`src/rtl/mio_bus_pkg.sv`:
```
// rtl/mio_bus_pkg.sv - shared encodings and helpers for the MIO bus unit
package mio_bus_pkg;

    localparam logic [1:0] SZ_BYTE  = 2'd0;
    localparam logic [1:0] SZ_HALF  = 2'd1;
    localparam logic [1:0] SZ_WORD  = 2'd2;
    localparam logic [1:0] SZ_DWORD = 2'd3;

    typedef enum logic [1:0] {
        IDLE   = 2'd0,
        ACCESS = 2'd1,
        RESP   = 2'd2
    } state_e;

    function automatic int lane_bits(input int data_w);
        return $clog2(data_w / 8);
    endfunction

endpackage

```
`src/rtl/mio_bus_unit_if.sv`:
```
// rtl/mio_bus_unit_if.sv - MIO bus between the access engine and memory/peripherals
interface mio_bus_unit_if #(
    parameter int DATA_W = 32,
    parameter int ADDR_W = 32
);
    logic [ADDR_W-1:0]   Addr_out;
    logic [DATA_W-1:0]   Data_out;
    logic [DATA_W/8-1:0] be;
    logic                mem_w;
    logic                CPU_MIO;
    logic                MIO_ready;
    logic [DATA_W-1:0]   Data_in;

    modport master (
        output Addr_out, Data_out, be, mem_w, CPU_MIO,
        input  MIO_ready, Data_in
    );

    modport slave (
        input  Addr_out, Data_out, be, mem_w, CPU_MIO,
        output MIO_ready, Data_in
    );
endinterface

```
`src/rtl/mio_lane_align.sv`:
```
// rtl/mio_lane_align.sv - byte-lane enables, write replication and read extraction
module mio_lane_align
    import mio_bus_pkg::*;
#(
    parameter  int DATA_W = 32,
    localparam int NB     = DATA_W / 8,
    localparam int LB     = lane_bits(DATA_W)
) (
    input  logic [1:0]        size,
    input  logic [LB-1:0]     lane,
    input  logic              signed_rd,
    input  logic [DATA_W-1:0] wdata,
    input  logic [DATA_W-1:0] rdata_bus,
    output logic [NB-1:0]     be,
    output logic [DATA_W-1:0] data_out,
    output logic [DATA_W-1:0] rdata_ext
);
    logic [DATA_W-1:0] shifted;
    logic [DATA_W-1:0] keep;
    logic              msb;

    always_comb begin
        be       = '0;
        data_out = '0;
        case (size)
            SZ_BYTE: begin
                be       = NB'(1) << lane;
                data_out = {NB{wdata[7:0]}};
            end
            SZ_HALF: begin
                be       = NB'(2'b11) << lane;
                data_out = {(NB/2){wdata[15:0]}};
            end
            SZ_WORD: begin
                be       = NB'(4'hF) << lane;
                data_out = {(NB/4){wdata[31:0]}};
            end
            default: begin
                be       = '1;
                data_out = wdata;
            end
        endcase
    end

    // Shift the addressed lane down to bit 0, keep the access width, then extend.
    always_comb begin
        shifted = rdata_bus >> {lane, 3'b000};
        keep    = '1;
        msb     = shifted[DATA_W-1];
        case (size)
            SZ_BYTE: begin
                keep = DATA_W'(8'hFF);
                msb  = shifted[7];
            end
            SZ_HALF: begin
                keep = DATA_W'(16'hFFFF);
                msb  = shifted[15];
            end
            SZ_WORD: begin
                keep = DATA_W'(32'hFFFF_FFFF);
                msb  = shifted[31];
            end
            default: begin
                keep = '1;
                msb  = shifted[DATA_W-1];
            end
        endcase
        rdata_ext = (shifted & keep) | ((signed_rd && msb) ? ~keep : '0);
    end

endmodule

```
`src/rtl/mio_bus_unit.sv`:
```
// rtl/mio_bus_unit.sv - sequenced single-access engine between the CPU FSM and the MIO bus
module mio_bus_unit
    import mio_bus_pkg::*;
#(
    parameter int DATA_W      = 32,
    parameter int ADDR_W      = 32,
    parameter int TIMEOUT_CYC = 256
) (
    input  logic              clk,
    input  logic              reset,
    input  logic              cpu_req,
    input  logic              cpu_we,
    input  logic [1:0]        cpu_size,
    input  logic              cpu_signed,
    input  logic [ADDR_W-1:0] cpu_addr,
    input  logic [DATA_W-1:0] cpu_wdata,
    output logic [DATA_W-1:0] cpu_rdata,
    output logic              cpu_done,
    output logic              cpu_err,
    output logic              cpu_busy,
    mio_bus_unit_if.master    mio
);
    localparam int NB    = DATA_W / 8;
    localparam int LB    = lane_bits(DATA_W);
    localparam int CNT_W = (TIMEOUT_CYC > 1) ? $clog2(TIMEOUT_CYC) : 1;

    localparam logic [1:0] S_IDLE   = 2'(IDLE);
    localparam logic [1:0] S_ACCESS = 2'(ACCESS);
    localparam logic [1:0] S_RESP   = 2'(RESP);

    logic [1:0]        state_q;
    logic [ADDR_W-1:0] addr_q;
    logic [DATA_W-1:0] wdata_q;
    logic              we_q;
    logic [1:0]        size_q;
    logic              signed_q;
    logic              err_q;
    logic [CNT_W-1:0]  cnt_q;
    logic [DATA_W-1:0] rdata_q;

    logic              misaligned;
    logic              in_access;
    logic [NB-1:0]     be_lane;
    logic [DATA_W-1:0] dout_lane;
    logic [DATA_W-1:0] rdata_ext;

    // Illegal requests are rejected before any bus cycle starts.
    always_comb begin
        misaligned = 1'b0;
        case (cpu_size)
            SZ_HALF:  misaligned = cpu_addr[0];
            SZ_WORD:  misaligned = |cpu_addr[1:0];
            SZ_DWORD: misaligned = (DATA_W == 32) || (|cpu_addr[2:0]);
            default:  misaligned = 1'b0;
        endcase
    end

    mio_lane_align #(
        .DATA_W (DATA_W)
    ) u_lane_align (
        .size      (size_q),
        .lane      (addr_q[LB-1:0]),
        .signed_rd (signed_q),
        .wdata     (wdata_q),
        .rdata_bus (mio.Data_in),
        .be        (be_lane),
        .data_out  (dout_lane),
        .rdata_ext (rdata_ext)
    );

    always_ff @(posedge clk) begin
        if (reset) begin
            state_q  <= S_IDLE;
            addr_q   <= '0;
            wdata_q  <= '0;
            we_q     <= 1'b0;
            size_q   <= SZ_BYTE;
            signed_q <= 1'b0;
            err_q    <= 1'b0;
            cnt_q    <= '0;
            rdata_q  <= '0;
        end else begin
            case (state_q)
                S_IDLE: begin
                    if (cpu_req) begin
                        addr_q   <= cpu_addr;
                        wdata_q  <= cpu_wdata;
                        we_q     <= cpu_we;
                        size_q   <= cpu_size;
                        signed_q <= cpu_signed;
                        err_q    <= misaligned;
                        cnt_q    <= '0;
                        state_q  <= misaligned ? S_RESP : S_ACCESS;
                    end
                end
                S_ACCESS: begin
                    // Ready takes priority over a timeout expiring on the same edge.
                    if (mio.MIO_ready) begin
                        if (!we_q) begin
                            rdata_q <= rdata_ext;
                        end
                        err_q   <= 1'b0;
                        state_q <= S_RESP;
                    end else if (cnt_q == CNT_W'(TIMEOUT_CYC - 1)) begin
                        err_q   <= 1'b1;
                        state_q <= S_RESP;
                    end else begin
                        cnt_q <= cnt_q + 1'b1;
                    end
                end
                S_RESP: begin
                    state_q <= S_IDLE;
                end
                default: begin
                    state_q <= S_IDLE;
                end
            endcase
        end
    end

    assign in_access = (state_q == S_ACCESS);

    assign cpu_rdata = rdata_q;
    assign cpu_done  = (state_q == S_RESP);
    assign cpu_err   = (state_q == S_RESP) && err_q;
    assign cpu_busy  = (state_q != S_IDLE);

    assign mio.CPU_MIO  = in_access;
    assign mio.mem_w    = in_access && we_q;
    assign mio.be       = in_access ? be_lane : '0;
    assign mio.Data_out = in_access ? dout_lane : '0;
    assign mio.Addr_out = in_access ? {addr_q[ADDR_W-1:LB], {LB{1'b0}}} : '0;

endmodule

```
`src/flat_wrapper.sv`:
```
// flat-port wrapper written by rule: the top's interface ports become plain ports
module mio_bus_unit_flat import mio_bus_pkg::*;
#(
    parameter int DATA_W      = 32,
    parameter int ADDR_W      = 32,
    parameter int TIMEOUT_CYC = 256
)
  (clk, reset, cpu_req, cpu_we, cpu_size, cpu_signed, cpu_addr, cpu_wdata, cpu_rdata, cpu_done, cpu_err, cpu_busy, mio_Addr_out, mio_Data_out, mio_be, mio_mem_w, mio_CPU_MIO, mio_MIO_ready, mio_Data_in);
  mio_bus_unit_if #(.DATA_W(DATA_W), .ADDR_W(ADDR_W)) mio_i ();
  input  logic clk;
  input  logic reset;
  input  logic cpu_req;
  input  logic cpu_we;
  input  logic [1:0] cpu_size;
  input  logic cpu_signed;
  input  logic [ADDR_W-1:0] cpu_addr;
  input  logic [DATA_W-1:0] cpu_wdata;
  output logic [DATA_W-1:0] cpu_rdata;
  output logic cpu_done;
  output logic cpu_err;
  output logic cpu_busy;
  output wire logic [$bits(mio_i.Addr_out)-1:0] mio_Addr_out;
  output wire logic [$bits(mio_i.Data_out)-1:0] mio_Data_out;
  output wire logic [$bits(mio_i.be)-1:0] mio_be;
  output wire logic [$bits(mio_i.mem_w)-1:0] mio_mem_w;
  output wire logic [$bits(mio_i.CPU_MIO)-1:0] mio_CPU_MIO;
  input wire logic [$bits(mio_i.MIO_ready)-1:0] mio_MIO_ready;
  input wire logic [$bits(mio_i.Data_in)-1:0] mio_Data_in;
  assign mio_Addr_out = mio_i.Addr_out;
  assign mio_Data_out = mio_i.Data_out;
  assign mio_be = mio_i.be;
  assign mio_mem_w = mio_i.mem_w;
  assign mio_CPU_MIO = mio_i.CPU_MIO;
  assign mio_i.MIO_ready = mio_MIO_ready;
  assign mio_i.Data_in = mio_Data_in;
  mio_bus_unit #(.DATA_W(DATA_W), .ADDR_W(ADDR_W), .TIMEOUT_CYC(TIMEOUT_CYC)) u_core (.clk(clk), .reset(reset), .cpu_req(cpu_req), .cpu_we(cpu_we), .cpu_size(cpu_size), .cpu_signed(cpu_signed), .cpu_addr(cpu_addr), .cpu_wdata(cpu_wdata), .cpu_rdata(cpu_rdata), .cpu_done(cpu_done), .cpu_err(cpu_err), .cpu_busy(cpu_busy), .mio(mio_i));
endmodule
```
`config.mk`:
```
export PLATFORM = sky130hd
export DESIGN_NAME = mio_bus_unit_flat
export DESIGN_NICKNAME = d
export VERILOG_FILES = /design/src/rtl/mio_bus_pkg.sv /design/src/rtl/mio_bus_unit_if.sv /design/src/rtl/mio_lane_align.sv /design/src/rtl/mio_bus_unit.sv /design/src/flat_wrapper.sv
export SDC_FILE = /design/constraint.sdc
export NUM_CORES = 1
export LEC_CHECK = 0
export ABC_AREA = 1
export CAP_MARGIN = 30
export CORE_ASPECT_RATIO = 0.6
export CORE_MARGIN = 2
export CORE_UTILIZATION = 40
export DETAILED_ROUTE_END_ITERATION = 16
export GPL_TIMING_DRIVEN = 1
export PLACE_DENSITY = 0.74
export SYNTH_ARGS = -nofsm -noshare
export SYNTH_HDL_FRONTEND = slang
export SYNTH_HIERARCHICAL = 1
export SYNTH_SLANG_ARGS = --single-unit
export TNS_END_PERCENT = 20
```
`constraint.sdc`:
```
create_clock -name clk -period 1.8 [get_ports clk]
set_input_delay 0.18 -clock clk [delete_from_list [all_inputs] [get_ports clk]]
set_output_delay 0.18 -clock clk [all_outputs]
set_load 0.02 [all_outputs]
```
==> results_dict.tcl, run 1 <==
set metrics [dict create \
    nets 1221 \
    fin_skew_ps 13.1 \
    h-tree-depth 3 \
    yosysTopAreaCellShare_pct 37.8 \
    gp_congestion 0.903 \
    async_flop_share_pct 0 \
    hpwl_um 13100 \
    area_growth_pct 47.4 \
    pre_cts_slack_ps -374 \
    endpoint_kind "output port" \
    finalSetupViolations 24 \
    period_share_pct 104 \
    rrSetupSlack_ps 40 \
    grt.total_usage_pct 23.0 \
    cts_root_buffer "clkbuf_16" \
    chipHeight_um 97.9 \
    timing.final.ws_setup_ps -77.8 \
    timing.hold.ws_ps 431 \
    design_area_sq_um 8670 \
    grt_pass1_vias 5695 \
    place_area_sq_um 8180 \
    start_util_pct 40.8 \
    outcome "complete, but fails checks" \
    path_clk_slew_ps 70 \
    synth_area_leaders "dfxtp_1 38%, nor2_1 14%, o21ai_0 10%" \
    ys_warn_count 6 \
    synth_ff_type "dfxtp_1" \
    min_period_ps 1880 \
    cts_hold_buf 0 \
    synth.avg_cell_area_sq_um 6.39 \
    wl_um 18400 \
    wl_per_cell_um 14.0 \
    core_sq_um 14400 \
    fp.dieW_um 161 \
    post-synth-top-count-cell "nor2_1" \
    yosys.area.top_type "dfxtp_1" \
    via_per_inst 4.79 \
    clock_path_buffers 2 \
    tritoncts "yes" \
    numPortBuffers 206 \
    rsz0062_at_grt "true" \
    whs_path_depth 3 \
    synth-seq-cells 111 \
    dpl.cell_count 1294 \
    arrival_ps 1700 \
    syn_inst 921 \
    dr.pass1.iters 4 \
    synth_edf_count 0 \
    p_leak_nw 3.90 \
    required_ps 1620 \
    hold_end "u_core/addr_q[1]" \
    num-fill-cells 1369 \
    peakVddDrop_mv 0.460 \
    min_path_type "in2reg" \
    stdcell_count 1314 \
    multi_input_area_sq_um 2990 \
    timing_hold_violations_final 0 \
    yosysSeqAreaShare_pct 37.8 \
    grt_first_pass_wirelength_um 29300 \
    final_max_slew_viol_count 0 \
    synth.distinct_cells 33 \
    die_area_sq_um 15700 \
    rows 34 \
    num_antenna_cells 0 \
    detail-route-antenna-nets 0 \
    clk_latency_ps 360 \
    startpoint_type "flop" \
    reg2reg_to "u_core/cpu_rdata[30]" \
    maxCapViolCount 0 \
    hp-start "cpu_addr[1]" \
    reg2reg_depth 12 \
    grt_max_degree 96 \
    antenna_found_initial 0 \
    path_class "reg2out" \
    vias 6290 \
    max_freq_mhz 533 \
    r2r-start "u_core/size_q[0]" \
    final_util_pct 60.1 \
    synth_common_cells "227 x nor2_1, 130 x inv_1, 130 x nand2_1, 123 x o21ai_0, 111 x dfxtp_1" \
    syn_area_sq_um 5880 \
    grt.overflow.total 0 \
    p_per_area_nw_per_um2 775 \
    io_pins 209 \
    regArea_sq_um 2230 \
    cts_made_buffers 9 \
    drc 0 \
    cp_max_fo 6 \
    drive_gt1_share_pct 14.9 \
    drt-initial-drc-count 565 \
    violations "setup timing" \
    clock-sinks 111 \
]
## layout by cell type (no fill, tap or decap), drive strengths merged
| cell | Yosys | layout |
|---|---|---|
| nor2 | 229 | 229 |
| inv | 138 | 140 |
| clkdlybuf4s50 | 0 | 135 |
| nand2 | 135 | 135 |
| o21ai | 133 | 133 |
| dfxtp | 111 | 111 |
| buf | 45 | 64 |
| a21oi | 54 | 54 |
| dlygate4sd2 | 0 | 31 |
| nand3 | 21 | 21 |
| clkbuf | 20 | 20 |
| o22ai | 8 | 8 |
| a22oi | 6 | 6 |
| ha | 6 | 6 |
| clkinv | 0 | 4 |
| o211ai | 4 | 4 |
| nor3 | 3 | 3 |
| o221ai | 3 | 3 |
| clkdlybuf4s15 | 0 | 2 |
| nand4 | 2 | 2 |
| conb | 1 | 2 |
| clkinvlp | 0 | 1 |
| o21bai | 1 | 1 |
| and2 | 1 | 1 |
## worst max path at each step
| stage | startpoint | endpoint | cells past startpoint |
|---|---|---|---|
| floorplan | u_core/size_q[0] | mio_Data_out[24] | 11 |
| global placement | u_core/size_q[0] | mio_Data_out[24] | 11 |
| detailed placement | u_core/size_q[0] | mio_Data_out[22] | 11 |
| CTS | u_core/size_q[0] | mio_Data_out[19] | 12 |
| global route | u_core/size_q[0] | mio_Data_out[10] | 10 |
| finish | u_core/size_q[0] | mio_Data_out[17] | 10 |
## critical path: stages, from the launching register on
cell and delay [ps]:
dfxtp_4 370, inv_4 60, ha_4 140, inv_6 50
nand2_8 80, clkinv_8 80, buf_16 140, o21ai_2 110
inv_1 50, nor2_1 110, buf_4 160
## registers in the layout, summed over array words and instances (netlist names)
signal            count
u_core/err_q          1
u_core/cpu_rdata     32
u_core/we_q           1
u_core/size_q         2
u_core/cnt_q          8
u_core/state_q        2
u_core/wdata_q       32
u_core/signed_q       1
u_core/addr_q        32
## cell families after synthesis
group | synth area share (%)
flops | 37.8
other cells | 0.0637
simple gates | 26.9
buf+inv | 15.4
fa+ha+maj | 1.28
compound gates | 18.6
## stage by stage
stage | TNS, ps | power, mW
finish | -1190 | 6.72
global route | -5260 | 7.10
CTS | -2180 | 6.66
detailed placement | -8600 | 4.50
global placement | -6470 | 4.47
floorplan | -314 | 3.82
## layout make-up
type | count | area share (%)
Tap cell | 198 | 2.86
Multi-Input combinational cell | 608 | 34.4
Inverter | 138 | 6.29
Timing Repair Buffer | 243 | 27.1
Clock buffer | 9 | 2.60
Clock inverter | 7 | 0.981
Sequential cell | 111 | 25.7
## where the power goes
part / internal (mW) / switching (mW)
clock: 0.997 / 1.05
combinational: 0.843 / 1.08
sequential: 2.64 / 0.105
## per-layer routing
layer | global-route usage (%) | vias up | share of wire, %
met5 | 0 | - | 0
met1 | 32.6 | 2810 | 49
met4 | 4.71 | 0 | 1.2
met2 | 34.4 | 214 | 42
li1 | - | 3247 | -
met3 | 7.09 | 19 | 8.6
## repair_timing
item | CTS | global route
setup endpoints to repair | 91 | 80
pin swaps | 6 | 34
buffers inserted | 1 | 1
resized for setup | 220 | 82
cloned | 3 | 0
Note: power is estimated with default switching activity, not from simulation.
==> inputs of run 2 (changes only) <==
--- a/config.mk
+++ b/config.mk
@@ -12,6 +12,7 @@
 export CORE_UTILIZATION = 40
 export DETAILED_ROUTE_END_ITERATION = 16
+export DONT_BUFFER_PORTS = 1
 export GPL_TIMING_DRIVEN = 1
-export PLACE_DENSITY = 0.74
+export PLACE_DENSITY = 0.55
 export SYNTH_ARGS = -nofsm -noshare
 export SYNTH_HDL_FRONTEND = slang
==> constraint.sdc (replaced) <==
create_clock -name clk -period 1.8 [get_ports clk]
set_input_delay 0.18 -clock clk [delete_from_list [all_inputs] [get_ports clk]]
set_output_delay 0.18 -clock clk [all_outputs]
set_load 0.005 [all_outputs]
==> run 2 against run 1 <==
Against the previous run:
- the flow still finishes with violations (setup timing)
- clock-buffer cell count is the same
- non-clock buffer count shrank 190
- largest cell class unchanged
- flip-flop and latch count unchanged
- clock power is 2% higher
- critical endpoint is now mio_Data_out[11]
- cell area down 20%
- setup slack gained 36 ps
- core utilization shrank 12 points
- fmax increased by 1.9%
==> results_dict.tcl, run 2 (synthesis results as in run 1) <==
set metrics [dict create \
    startpoint "u_core/size_q[0]" \
    nets 1032 \
    switchingPower_mw 2.16 \
    h-tree-depth 3 \
    drc 0 \
    grt_first_pass_wirelength_um 27500 \
    timing_hold_violations_final 0 \
    peakVddDrop_mv 0.448 \
    fp.dieW_um 161 \
    drt-initial-drc-count 527 \
    io_pins 209 \
    min_path_type "in2reg" \
    wl_um 17500 \
    hp-start "cpu_wdata[31]" \
    gp_congestion 0.919 \
    clock_path_buffers 2 \
    clk_latency_ps 350 \
    arrival_ps 1660 \
    numPortBuffers 0 \
    multi_input_area_sq_um 3010 \
    crit_slowest_cell "dfxtp_2" \
    vias 5528 \
    timing.final.ws_setup_ps -42.0 \
    crit_end "mio_Data_out[11]" \
    path_clk_slew_ps 90 \
    power_mw 6.42 \
    tritoncts "yes" \
    p_leak_nw 2.98 \
    rrSetupSlack_ps 30 \
    antenna_found_initial 2 \
    hpwl_um 12300 \
    switching_share_pct 33.6 \
    core_sq_um 14400 \
    required_ps 1620 \
    final_cell_mix "202 x nor2_1, 122 x nand2_1, 120 x inv_1" \
    p_clk_share_pct 32.7 \
    maxCapViolCount 0 \
    outcome "complete, but fails checks" \
    combPwrFrac_pct 24.4 \
    r2r-start "u_core/size_q[0]" \
    cpPeakStageDelay_ps 340 \
    fin_skew_ps 11.8 \
    reg2reg_to "u_core/cpu_rdata[23]" \
    regArea_sq_um 2230 \
    critical_path.cell_chain "inv_2 -> ha_4 -> inv_8 -> buf_8 -> o22ai_1 -> inv_1 -> o21ai_0 -> inv_1 -> nor2_2" \
    via_per_inst 4.91 \
    start_util_pct 40.8 \
    rsz0062_at_grt "true" \
    final_common_cell "nor2_1" \
    power_frac_seq_pct 42.9 \
    max_freq_mhz 543 \
    min_period_ps 1840 \
    rows 34 \
    p_int_mw 4.26 \
    critPathMostFrequentCell "inv_1" \
    grt_max_degree 77 \
    path_class "reg2out" \
    grt_pass1_vias 4856 \
    dr.pass1.iters 5 \
    clock-sinks 111 \
    area_growth_pct 18.5 \
    cts_made_buffers 9 \
    drive_gt1_share_pct 14.3 \
    grt.overflow.total 0 \
    period_share_pct 102 \
    endpoint_kind "output port" \
    die_area_sq_um 15700 \
    chipHeight_um 97.9 \
    p_per_area_nw_per_um2 920 \
    cp_max_fo 8 \
    cts_root_buffer "clkbuf_16" \
    detail-route-antenna-nets 0 \
    num-fill-cells 1514 \
    grt.total_usage_pct 21.8 \
    finalSetupViolations 1 \
    violations "setup timing" \
    startpoint_type "flop" \
    final_util_pct 48.4 \
    wl_per_cell_um 15.5 \
    final_max_slew_viol_count 0 \
    fin_tns_setup_ps -42.0 \
    reg2reg_depth 13 \
]
==> run 2: changes by cell type in the layout (fill, tap and decap cells not counted), moves of 4 or more <==
cell / delta
buf_6: -4
buf_4: -28
dlygate4sd2_1: -31
inv_1: +4
clkbuf_2: -11
nor2_1: -19
clkdlybuf4s50_1: -135
nor2_2: +18
dlygate4sd3_1: +22
==> run 2: layout make-up <==
cell class,instances,area share (%)
Sequential cell,111,32.0
Antenna cell,1,0.0359
Clock buffer,9,3.23
Clock inverter,7,1.27
Multi-Input combinational cell,609,43.1
Tap cell,198,3.55
Timing Repair Buffer,53,8.93
Inverter,138,7.82
==> run 2: worst min path at each step <==
stage,end,slack [ps],cells after the start
3_5_place_dp,u_core/state_q[0],250,1
5_1_grt,u_core/wdata_q[27],5,2
3_3_place_gp,u_core/cnt_q[2],250,1
6_report,u_core/wdata_q[31],10,2
2_1_floorplan,u_core/cnt_q[2],250,1
4_1_cts,u_core/wdata_q[26],3,2
==> run 2: metal layers <==
layer / GRT usage (%) / vias up / routed length (um)
met1: 33.7 / 2427 / 8760
met3: 6.80 / 15 / 1730
li1: - / 2861 / -
met5: 0 / - / 11
met2: 29.3 / 223 / 6840
met4: 4.50 / 2 / 167
==> run 2: worst max-delay path, delay by kind of cell, from the launching register on <==
| kind | cells | cell delay [ps] |
|---|---|---|
| AO/OA/AOI/OAI | 2 | 260 |
| buffers and inverters | 5 | 410 |
| flip-flops | 1 | 340 |
| AND/OR/NAND/NOR | 1 | 120 |
| adder cells (fa/ha/maj) | 1 | 170 |
==> run 2: power by group through the flow <==
| stage | Clock, mW | Combinational, mW | Sequential (mW) |
|---|---|---|---|
| after floorplan | 0 | 0.963 | 2.77 |
| after global placement | 0 | 1.20 | 2.81 |
| after detailed placement | 0 | 1.21 | 2.81 |
| after CTS | 2.17 | 1.41 | 2.75 |
| after global routing | 2.27 | 1.75 | 2.78 |
| final | 2.09 | 1.57 | 2.75 |
==> run 2: per-stage QoR <==
step	cells	setup WS (ps)	hold slack [ps]	cell area, sq um
6_report	1126	-42.0	11.1	6970
5_1_grt	1126	-109	5.39	6970
4_1_cts	1122	-13.9	3.48	6760
3_5_place_dp	1075	17.4	254	5980
3_3_place_gp	1075	104	253	5980
2_1_floorplan	922	47.7	249	5890
==> run 2: what timing repair did <==
action / in CTS / in global routing
setup endpoints to repair: 27 / 49
resized for setup: 52 / 58
endpoints found under the hold margin: 24 / 0
pin swaps: 21 / 25
gates cloned: 3 / 1
buffers inserted: 7 / 2
hold buffers: 22 / 0
